<file path="src/rtl/axis_adc_acq_pkg.sv">
`default_nettype none
// ============================================================================
//  Module      : axis_adc_acq_pkg
//  Description : Shared state, trigger-source and edge encodings for the
//                ADC acquisition controller.
//  Revision    : 1.0 - initial release
// ============================================================================
package axis_adc_acq_pkg;

    typedef enum logic [1:0] {
        ST_IDLE    = 2'd0,
        ST_ARMED   = 2'd1,
        ST_CAPTURE = 2'd2,
        ST_DONE    = 2'd3
    } acq_state_t;

    localparam logic [1:0] C_TRIG_SRC_CHA   = 2'b00;
    localparam logic [1:0] C_TRIG_SRC_CHB   = 2'b01;
    localparam logic [1:0] C_TRIG_SRC_EXT   = 2'b10;
    localparam logic [1:0] C_TRIG_SRC_FORCE = 2'b11;

    localparam logic C_EDGE_RISING  = 1'b0;
    localparam logic C_EDGE_FALLING = 1'b1;

    localparam int C_SAMPLE_WIDTH = 16;

endpackage
`default_nettype wire

</file>
<file path="src/rtl/axis_adc_acq_ctrl_trig.sv">
`default_nettype none
// ============================================================================
//  Module      : adc_trig_detect
//  Description : Edge history, signed level comparison and ext/force trigger
//                logic; emits a single-cycle trigger pulse while armed.
//  Revision    : 1.0 - initial release
// ============================================================================
module adc_trig_detect
    import axis_adc_acq_pkg::*;
(
    input  logic                      aclk,
    input  logic                      aresetn,
    input  logic                      i_enable,
    input  logic                      i_clear,
    input  logic [1:0]                i_trig_src,
    input  logic                      i_trig_edge,
    input  logic [C_SAMPLE_WIDTH-1:0] i_trig_level,
    input  logic [31:0]               i_s_axis_tdata,
    input  logic                      i_s_axis_tvalid,
    input  logic                      i_ext_trig,
    output logic                      o_trig_pulse
);

    logic signed [C_SAMPLE_WIDTH-1:0] r_prev_sample;
    logic                             r_hist_valid;
    logic                             r_prev_ext;

    logic signed [C_SAMPLE_WIDTH-1:0] w_cur_sample;
    logic signed [C_SAMPLE_WIDTH-1:0] w_level;
    logic                             w_level_rise;
    logic                             w_level_fall;
    logic                             w_chan_hit;
    logic                             w_ext_hit;
    logic                             w_hit;

    always_ff @(posedge aclk or negedge aresetn) begin
        if (!aresetn) begin
            r_prev_sample <= '0;
            r_hist_valid  <= 1'b0;
            r_prev_ext    <= 1'b0;
        end else begin
            r_prev_ext <= i_ext_trig;
            if (i_clear) begin
                r_prev_sample <= '0;
                r_hist_valid  <= 1'b0;
            end else if (i_enable && i_s_axis_tvalid) begin
                r_prev_sample <= w_cur_sample;
                r_hist_valid  <= 1'b1;
            end
        end
    end

    always_comb begin
        w_cur_sample = (i_trig_src == C_TRIG_SRC_CHB) ? $signed(i_s_axis_tdata[31:16])
                                                      : $signed(i_s_axis_tdata[15:0]);
        w_level      = $signed(i_trig_level);
        w_level_rise = (r_prev_sample < w_level) && (w_cur_sample >= w_level);
        w_level_fall = (r_prev_sample > w_level) && (w_cur_sample <= w_level);
        // No history yet means no previous sample, so channel triggers are blocked.
        w_chan_hit   = r_hist_valid &&
                       ((i_trig_edge == C_EDGE_FALLING) ? w_level_fall : w_level_rise);
        w_ext_hit    = (i_trig_edge == C_EDGE_FALLING) ? (r_prev_ext && !i_ext_trig)
                                                       : (!r_prev_ext && i_ext_trig);
        case (i_trig_src)
            C_TRIG_SRC_CHA,
            C_TRIG_SRC_CHB:   w_hit = w_chan_hit;
            C_TRIG_SRC_EXT:   w_hit = w_ext_hit;
            C_TRIG_SRC_FORCE: w_hit = 1'b1;
            default:          w_hit = 1'b0;
        endcase
        o_trig_pulse = i_enable && i_s_axis_tvalid && w_hit;
    end

endmodule
`default_nettype wire

</file>
<file path="src/rtl/axis_adc_acq_ctrl.sv">
`default_nettype none
// ============================================================================
//  Module      : axis_adc_acq_ctrl
//  Description : Triggered ADC capture onto AXI-Stream with a single output
//                register stage, overrun detection and trigger timestamping.
//  Revision    : 1.0 - initial release
// ============================================================================
module axis_adc_acq_ctrl
    import axis_adc_acq_pkg::*;
#(
    parameter int CNT_WIDTH = 16,
    parameter int TS_WIDTH  = 32
) (
    input  logic                      aclk,
    input  logic                      aresetn,
    input  logic [31:0]               s_axis_tdata,
    input  logic                      s_axis_tvalid,
    output logic [31:0]               m_axis_tdata,
    output logic                      m_axis_tvalid,
    input  logic                      m_axis_tready,
    output logic                      m_axis_tlast,
    input  logic                      cfg_arm,
    input  logic                      cfg_abort,
    input  logic [1:0]                cfg_trig_src,
    input  logic                      cfg_trig_edge,
    input  logic [C_SAMPLE_WIDTH-1:0] cfg_trig_level,
    input  logic [CNT_WIDTH-1:0]      cfg_length,
    input  logic                      ext_trig,
    output logic [1:0]                sts_state,
    output logic                      sts_overrun,
    output logic [TS_WIDTH-1:0]       sts_trig_ts
);

    localparam logic [CNT_WIDTH-1:0] C_CNT_ONE = {{(CNT_WIDTH-1){1'b0}}, 1'b1};
    localparam logic [TS_WIDTH-1:0]  C_TS_ONE  = {{(TS_WIDTH-1){1'b0}}, 1'b1};

    acq_state_t                r_state;
    acq_state_t                w_state_next;

    logic [1:0]                r_cfg_src;
    logic                      r_cfg_edge;
    logic [C_SAMPLE_WIDTH-1:0] r_cfg_level;
    logic [CNT_WIDTH-1:0]      r_cfg_length;

    logic [CNT_WIDTH-1:0]      r_count;
    logic [31:0]               r_m_tdata;
    logic                      r_m_tvalid;
    logic                      r_m_tlast;
    logic                      r_overrun;
    logic [TS_WIDTH-1:0]       r_ts;
    logic [TS_WIDTH-1:0]       r_trig_ts;

    logic                      w_trig_pulse;
    logic                      w_trig;
    logic                      w_arm_ok;
    logic                      w_out_free;
    logic                      w_capture_open;
    logic                      w_accept;
    logic                      w_drop;
    logic [CNT_WIDTH-1:0]      w_count_next;
    logic                      w_last;

    adc_trig_detect u_trig (
        .aclk            (aclk),
        .aresetn         (aresetn),
        .i_enable        (r_state == ST_ARMED),
        .i_clear         (w_arm_ok),
        .i_trig_src      (r_cfg_src),
        .i_trig_edge     (r_cfg_edge),
        .i_trig_level    (r_cfg_level),
        .i_s_axis_tdata  (s_axis_tdata),
        .i_s_axis_tvalid (s_axis_tvalid),
        .i_ext_trig      (ext_trig),
        .o_trig_pulse    (w_trig_pulse)
    );

    always_comb begin
        w_trig         = w_trig_pulse && !cfg_abort;
        w_arm_ok       = cfg_arm && !cfg_abort &&
                         ((r_state == ST_IDLE) || (r_state == ST_DONE));
        w_out_free     = !r_m_tvalid || m_axis_tready;
        // Once the terminal count is reached, later samples are ignored, not dropped.
        w_capture_open = (r_state == ST_CAPTURE) && (r_count != r_cfg_length);
        w_accept       = !cfg_abort &&
                         (w_trig || (w_capture_open && s_axis_tvalid && w_out_free));
        w_drop         = !cfg_abort && w_capture_open && s_axis_tvalid && !w_out_free;
        w_count_next   = w_trig ? C_CNT_ONE : (r_count + C_CNT_ONE);
        w_last         = (w_count_next == r_cfg_length);
    end

    always_ff @(posedge aclk or negedge aresetn) begin
        if (!aresetn) begin
            r_state <= ST_IDLE;
        end else begin
            r_state <= w_state_next;
        end
    end

    always_comb begin
        w_state_next = r_state;
        if (cfg_abort) begin
            w_state_next = ST_IDLE;
        end else begin
            case (r_state)
                ST_IDLE,
                ST_DONE:    if (cfg_arm) w_state_next = ST_ARMED;
                ST_ARMED:   if (w_trig) w_state_next = ST_CAPTURE;
                ST_CAPTURE: if (r_m_tvalid && m_axis_tready && r_m_tlast)
                                w_state_next = ST_DONE;
                default:    w_state_next = ST_IDLE;
            endcase
        end
    end

    always_ff @(posedge aclk or negedge aresetn) begin
        if (!aresetn) begin
            r_cfg_src    <= '0;
            r_cfg_edge   <= 1'b0;
            r_cfg_level  <= '0;
            r_cfg_length <= '0;
            r_count      <= '0;
            r_m_tdata    <= '0;
            r_m_tvalid   <= 1'b0;
            r_m_tlast    <= 1'b0;
            r_overrun    <= 1'b0;
            r_ts         <= '0;
            r_trig_ts    <= '0;
        end else begin
            r_ts <= r_ts + C_TS_ONE;

            if (w_arm_ok) begin
                r_cfg_src    <= cfg_trig_src;
                r_cfg_edge   <= cfg_trig_edge;
                r_cfg_level  <= cfg_trig_level;
                r_cfg_length <= (cfg_length == '0) ? C_CNT_ONE : cfg_length;
                r_count      <= '0;
                r_overrun    <= 1'b0;
            end

            if (w_trig) begin
                r_trig_ts <= r_ts;
            end
            if (w_accept) begin
                r_count <= w_count_next;
            end
            if (w_drop) begin
                r_overrun <= 1'b1;
            end

            if (cfg_abort) begin
                r_m_tvalid <= 1'b0;
                r_m_tlast  <= 1'b0;
            end else if (w_accept) begin
                r_m_tdata  <= s_axis_tdata;
                r_m_tvalid <= 1'b1;
                r_m_tlast  <= w_last;
            end else if (m_axis_tready) begin
                r_m_tvalid <= 1'b0;
                r_m_tlast  <= 1'b0;
            end
        end
    end

    assign m_axis_tdata  = r_m_tdata;
    assign m_axis_tvalid = r_m_tvalid;
    assign m_axis_tlast  = r_m_tlast;
    assign sts_state     = r_state;
    assign sts_overrun   = r_overrun;
    assign sts_trig_ts   = r_trig_ts;

endmodule
`default_nettype wire

</file>
<file path="config.mk">
export PLATFORM = sky130hd
export DESIGN_NAME = axis_adc_acq_ctrl
export DESIGN_NICKNAME = d
export VERILOG_FILES = /design/src/rtl/axis_adc_acq_pkg.sv /design/src/rtl/axis_adc_acq_ctrl_trig.sv /design/src/rtl/axis_adc_acq_ctrl.sv
export SDC_FILE = /design/constraint.sdc
export NUM_CORES = 1
export LEC_CHECK = 0
export BUFFER_PORTS_ARGS = -buffer_cell sky130_fd_sc_hd__buf_2
export CAP_MARGIN = 5
export CORE_ASPECT_RATIO = 0.9
export CORE_UTILIZATION = 51
export CTS_BUF_LIST = sky130_fd_sc_hd__clkbuf_16
export CTS_CLUSTER_SIZE = 24
export DETAILED_ROUTE_END_ITERATION = 7
export GPL_TIMING_DRIVEN = 1
export PLACE_DENSITY = 0.81
export SLEW_MARGIN = 20
export SYNTH_ARGS = -nofsm -noshare
export SYNTH_HDL_FRONTEND = slang
export SYNTH_SLANG_ARGS = --single-unit
</file>
<file path="constraint.sdc">
create_clock -name aclk -period 3.58 [get_ports aclk]
set_input_delay 0.537 -clock aclk [delete_from_list [all_inputs] [get_ports aclk]]
set_output_delay 0.537 -clock aclk [all_outputs]
set_load 0.05 [all_outputs]
</file>
==> impl_metrics.csv <==
group,metric,value,unit
outcome,run_status,"finished clean",
die,initial_utilization,52.13,%
cts,cts_tree,"yes",
run,max_capacitance_violation_count,0,
synth,area_contributors_post_synth,"sky130_fd_sc_hd__dfrtp_1 (48%), sky130_fd_sc_hd__mux2_2 (8.5%), sky130_fd_sc_hd__ha_1 (5.3%)",
layout,finalNetCount,1103,
cts,clock_tree.htree_level_count,4,
global_routing,grt_antenna_before_repair,1,
global_routing,grt_pass1_vias,6641,
global_routing,grt_max_degree,94,
power,vdd.ir_drop.worst,0.7864,mV
critical_path,critical_path_buffer_and_inverter_count,5,
synth,post_synth_net_total,949,
critical_path,crit_path_start_kind,"flop",
die,num_rows,45,
critical_path,critical_path_required,3890,ps
synth,ys_seq_elements,170,
synth,synthDominantAreaCellType,"sky130_fd_sc_hd__dfrtp_1",
critical_path,critical-path-top-delay-family,"simple AND/OR/NAND/NOR gates",
timing,drv_slew,0,
critical_path,worstSetupPathType,"flop to flop",
detailed_routing,antenna_violating_nets_left,0,
timing,final_setup_violating_endpoints,0,
detailed_routing,totalWireLength,22510,µm
synth,post_synth_design_cell_area,0.008776,mm²
die,die-width,140.3,µm
detailed_routing,via_count,7004,
synth,synthTopCellsByCount,"sky130_fd_sc_hd__dfrtp_1 (170), sky130_fd_sc_hd__nand2_1 (117), sky130_fd_sc_hd__mux2_2 (66)",
cts,cts-root-buf,"sky130_fd_sc_hd__clkbuf_16",
synth,yosysMostFrequentCell,"sky130_fd_sc_hd__dfrtp_1",
synth,seq_area_frac_synth,48.47,%
cts,path_clk_slew,80,ps
power,power.leakage,0.005298,µW
die,fp.coreArea,0.01683,mm²
synth,netlist.area_leader.share,48.47,%
cts,clock_insertion_delay_worst_skew,430,ps
timing,fmax,281.8,MHz
critical_path,crit_path_max_fanout,7,
placement,dpl.hpwl,14490,µm
timing,finalSetupTns,0,ps
global_routing,total_congestion_overflow,0,
timing,timing.final.hold_violations,0,
synth,netlist-cell-type-count,65,
detailed_routing,wire_per_inst,18.50,µm
critical_path,critical-path-max-stage-delay,430,ps
critical_path,worst_ep_arrival_time,3860,ps
layout,count_of_filler_cells_inserted_in_the_layout,1244,
detailed_routing,drt_iter0_drc,521,
detailed_routing,number_of_vias_per_cell,5.755,
synth,mean_post_synth_cell_area,10.47,µm²
synth,postSynth.asyncResetShare,100.0,%
timing,max_slew.worst_pin.slew,1034,ps
timing,final_min_period_over_clock_period,99.14,%
critical_path,crit_path_top_delay_cell,"sky130_fd_sc_hd__dfrtp_2",
power,power.density_cell_area,773.3,mW/mm²
die,die_height,126.4,µm
cts,total_cts_buffers,17,
synth,synth_edf_count,0,
synth,number_of_synthesis_warnings,0,
layout,area.growth.synth_to_final,24.77,%
cts,clock_tree_buf_depth,2,
synth,synthFlopType,"sky130_fd_sc_hd__dfrtp_1",
timing,maxSlewHeadroom,30.86,%
timing,period_needed,3549,ps
layout,post_route_cells_drive_above_1_share,31.74,%
min_path,hold_path_class,"input pin to asynchronous set/reset pin",
detailed_routing,drcViolationCount,0,
cts,clock_sink_count,170,
layout,final_util,65.04,%
critical_path,crit_chain,"inv_4, nand2_8, buf_8, mux2_4, ha_4, nand4_1, nor3_2, or3b_4, o221ai_2, nor3_2, buf_4, o31ai_4, a21oi_4, buf_12, buf_12, mux2_1",
global_routing,grt_pass1_wl,33440,µm
global_routing,grt_use_total,24.03,%
detailed_routing,drt_pass1_iterations,5,
timing,rsz0062_at_grt,"true",
critical_path,worst_setup_path_end_kind,"flop",
placement,gpl_congestion,0.9028,
placement,buffer_ports.inserted,142,
synth,synth_cells,838,
die,design.portCount,143,
timing,finClkSkew,11.41,ps
die,die-area,0.01774,mm²
[registers in the layout, indices dropped and copies added, names as in the netlist]
name / count
r_cfg_level: 16
u_trig.r_hist_valid: 1
m_axis_tvalid: 1
m_axis_tlast: 1
u_trig.r_prev_sample: 16
r_ts: 32
sts_trig_ts: 32
r_count: 16
r_cfg_src: 2
sts_state: 2
sts_overrun: 1
u_trig.r_prev_ext: 1
r_cfg_edge: 1
m_axis_tdata: 32
r_cfg_length: 16
[per-layer routing]
layer | up-vias | global-route usage [%] | wire length (µm)
li1 | 3254 | - | -
met1 | 3506 | 31.85 | 10060
met2 | 216 | 39.44 | 10950
met3 | 28 | 5.738 | 1187
met4 | 0 | 6.852 | 317
met5 | - | 0 | 0
[placed cells by master, fill, tap and decap left out, types with 5 or more instances in the layout]
cell | Yosys | routed
sky130_fd_sc_hd__a21o_1 | 5 | 5
sky130_fd_sc_hd__a21oi_1 | 27 | 25
sky130_fd_sc_hd__a221o_1 | 8 | 8
sky130_fd_sc_hd__and3_1 | 14 | 12
sky130_fd_sc_hd__buf_12 | 0 | 6
sky130_fd_sc_hd__buf_2 | 6 | 141
sky130_fd_sc_hd__buf_4 | 1 | 15
sky130_fd_sc_hd__buf_6 | 3 | 6
sky130_fd_sc_hd__clkbuf_16 | 0 | 20
sky130_fd_sc_hd__dfrtp_1 | 170 | 168
sky130_fd_sc_hd__ha_1 | 37 | 25
sky130_fd_sc_hd__ha_4 | 0 | 12
sky130_fd_sc_hd__inv_1 | 35 | 34
sky130_fd_sc_hd__inv_8 | 0 | 7
sky130_fd_sc_hd__mux2_1 | 14 | 9
sky130_fd_sc_hd__mux2_2 | 66 | 46
sky130_fd_sc_hd__mux2_4 | 0 | 25
sky130_fd_sc_hd__mux2i_1 | 17 | 17
sky130_fd_sc_hd__nand2_1 | 117 | 115
sky130_fd_sc_hd__nand2b_1 | 8 | 8
sky130_fd_sc_hd__nand3_1 | 22 | 22
sky130_fd_sc_hd__nand4_1 | 18 | 18
sky130_fd_sc_hd__nor2_1 | 63 | 61
sky130_fd_sc_hd__nor2b_1 | 6 | 6
sky130_fd_sc_hd__nor3_1 | 10 | 8
sky130_fd_sc_hd__nor4_1 | 9 | 9
sky130_fd_sc_hd__o21ai_0 | 31 | 31
sky130_fd_sc_hd__xnor2_1 | 37 | 37
sky130_fd_sc_hd__xor2_1 | 19 | 19
[worst reg2reg max path, stage by stage, from the launching register on]
cell and delay [ps]:
sky130_fd_sc_hd__dfrtp_2 430, sky130_fd_sc_hd__inv_4 90, sky130_fd_sc_hd__nand2_8 80, sky130_fd_sc_hd__buf_8 150
sky130_fd_sc_hd__mux2_4 320, sky130_fd_sc_hd__ha_4 260, sky130_fd_sc_hd__nand4_1 190, sky130_fd_sc_hd__nor3_2 70
sky130_fd_sc_hd__or3b_4 380, sky130_fd_sc_hd__o221ai_2 170, sky130_fd_sc_hd__nor3_2 80, sky130_fd_sc_hd__buf_4 180
sky130_fd_sc_hd__o31ai_4 240, sky130_fd_sc_hd__a21oi_4 130, sky130_fd_sc_hd__buf_12 190, sky130_fd_sc_hd__buf_12 140
sky130_fd_sc_hd__mux2_1 330
[cells by family after synthesis]
kind of cell	Yosys count	share of synthesized area (%)
simple gates	288	15.44
flops	170	48.47
compound gates	117	9.439
mux	97	12.20
buf+inv	72	3.465
xor+xnor	56	5.589
fa+ha+maj	38	5.389
[path summary, 6_finish.rpt]
kind                                       start                 to  slack, ps  depth (start not counted)
worst max-delay path                r_cfg_src[1]   m_axis_tdata[18]         30                         16
worst min-delay path                     aresetn       sts_state[1]        170                          1
worst max register to register      r_cfg_src[1]   m_axis_tdata[18]         30                         16
worst min register to register  m_axis_tdata[25]   m_axis_tdata[25]        480                          1
max in group asynchronous                aresetn    r_cfg_length[9]       2560                          2
min in group aclk                       ext_trig  u_trig.r_prev_ext        250                          1
[per-stage QoR]
step | power [µW] | cells | area [µm²] | setup WS (ps) | hold WS (ps)
after floorplan | 5132 | 838 | 8790 | 58.21 | 241.4
after global placement | 5877 | 1169 | 9752 | 44.82 | 454.1
after detailed placement | 5982 | 1169 | 9752 | -66.40 | 472.2
after CTS | 7967 | 1201 | 10400 | 1.593 | 226.2
after global routing | 8900 | 1217 | 10950 | -142.7 | 243.6
final | 8468 | 1217 | 10950 | 30.84 | 173.6
[power by group]
group	internal, µW	switching [µW]	total, µW
logic	1440	2290	3730
registers	2400	421	2830
clock network	1010	901	1920
[repair_timing]
item	CTS	global route
gates resized for setup	5	65
pin swaps	2	25
endpoints found under the setup margin	72	82
hold buffers	0	0
cloned	0	5
buffers inserted	0	10
[area by class of cell]
class                           instances  area, µm²  share of cell area (%)
Antenna cell                            1      2.502                 0.02285
Clock buffer                           17      425.4                   3.885
Clock inverter                         15      191.4                   1.748
Inverter                               35      133.9                   1.223
Multi-Input combinational cell        596       4579                   41.82
Sequential cell                       170       4257                   38.88
Tap cell                              211      264.0                   2.411
Timing Repair Buffer                  172       1096                   10.01
Note: power is estimated with default switching activity, not from simulation.
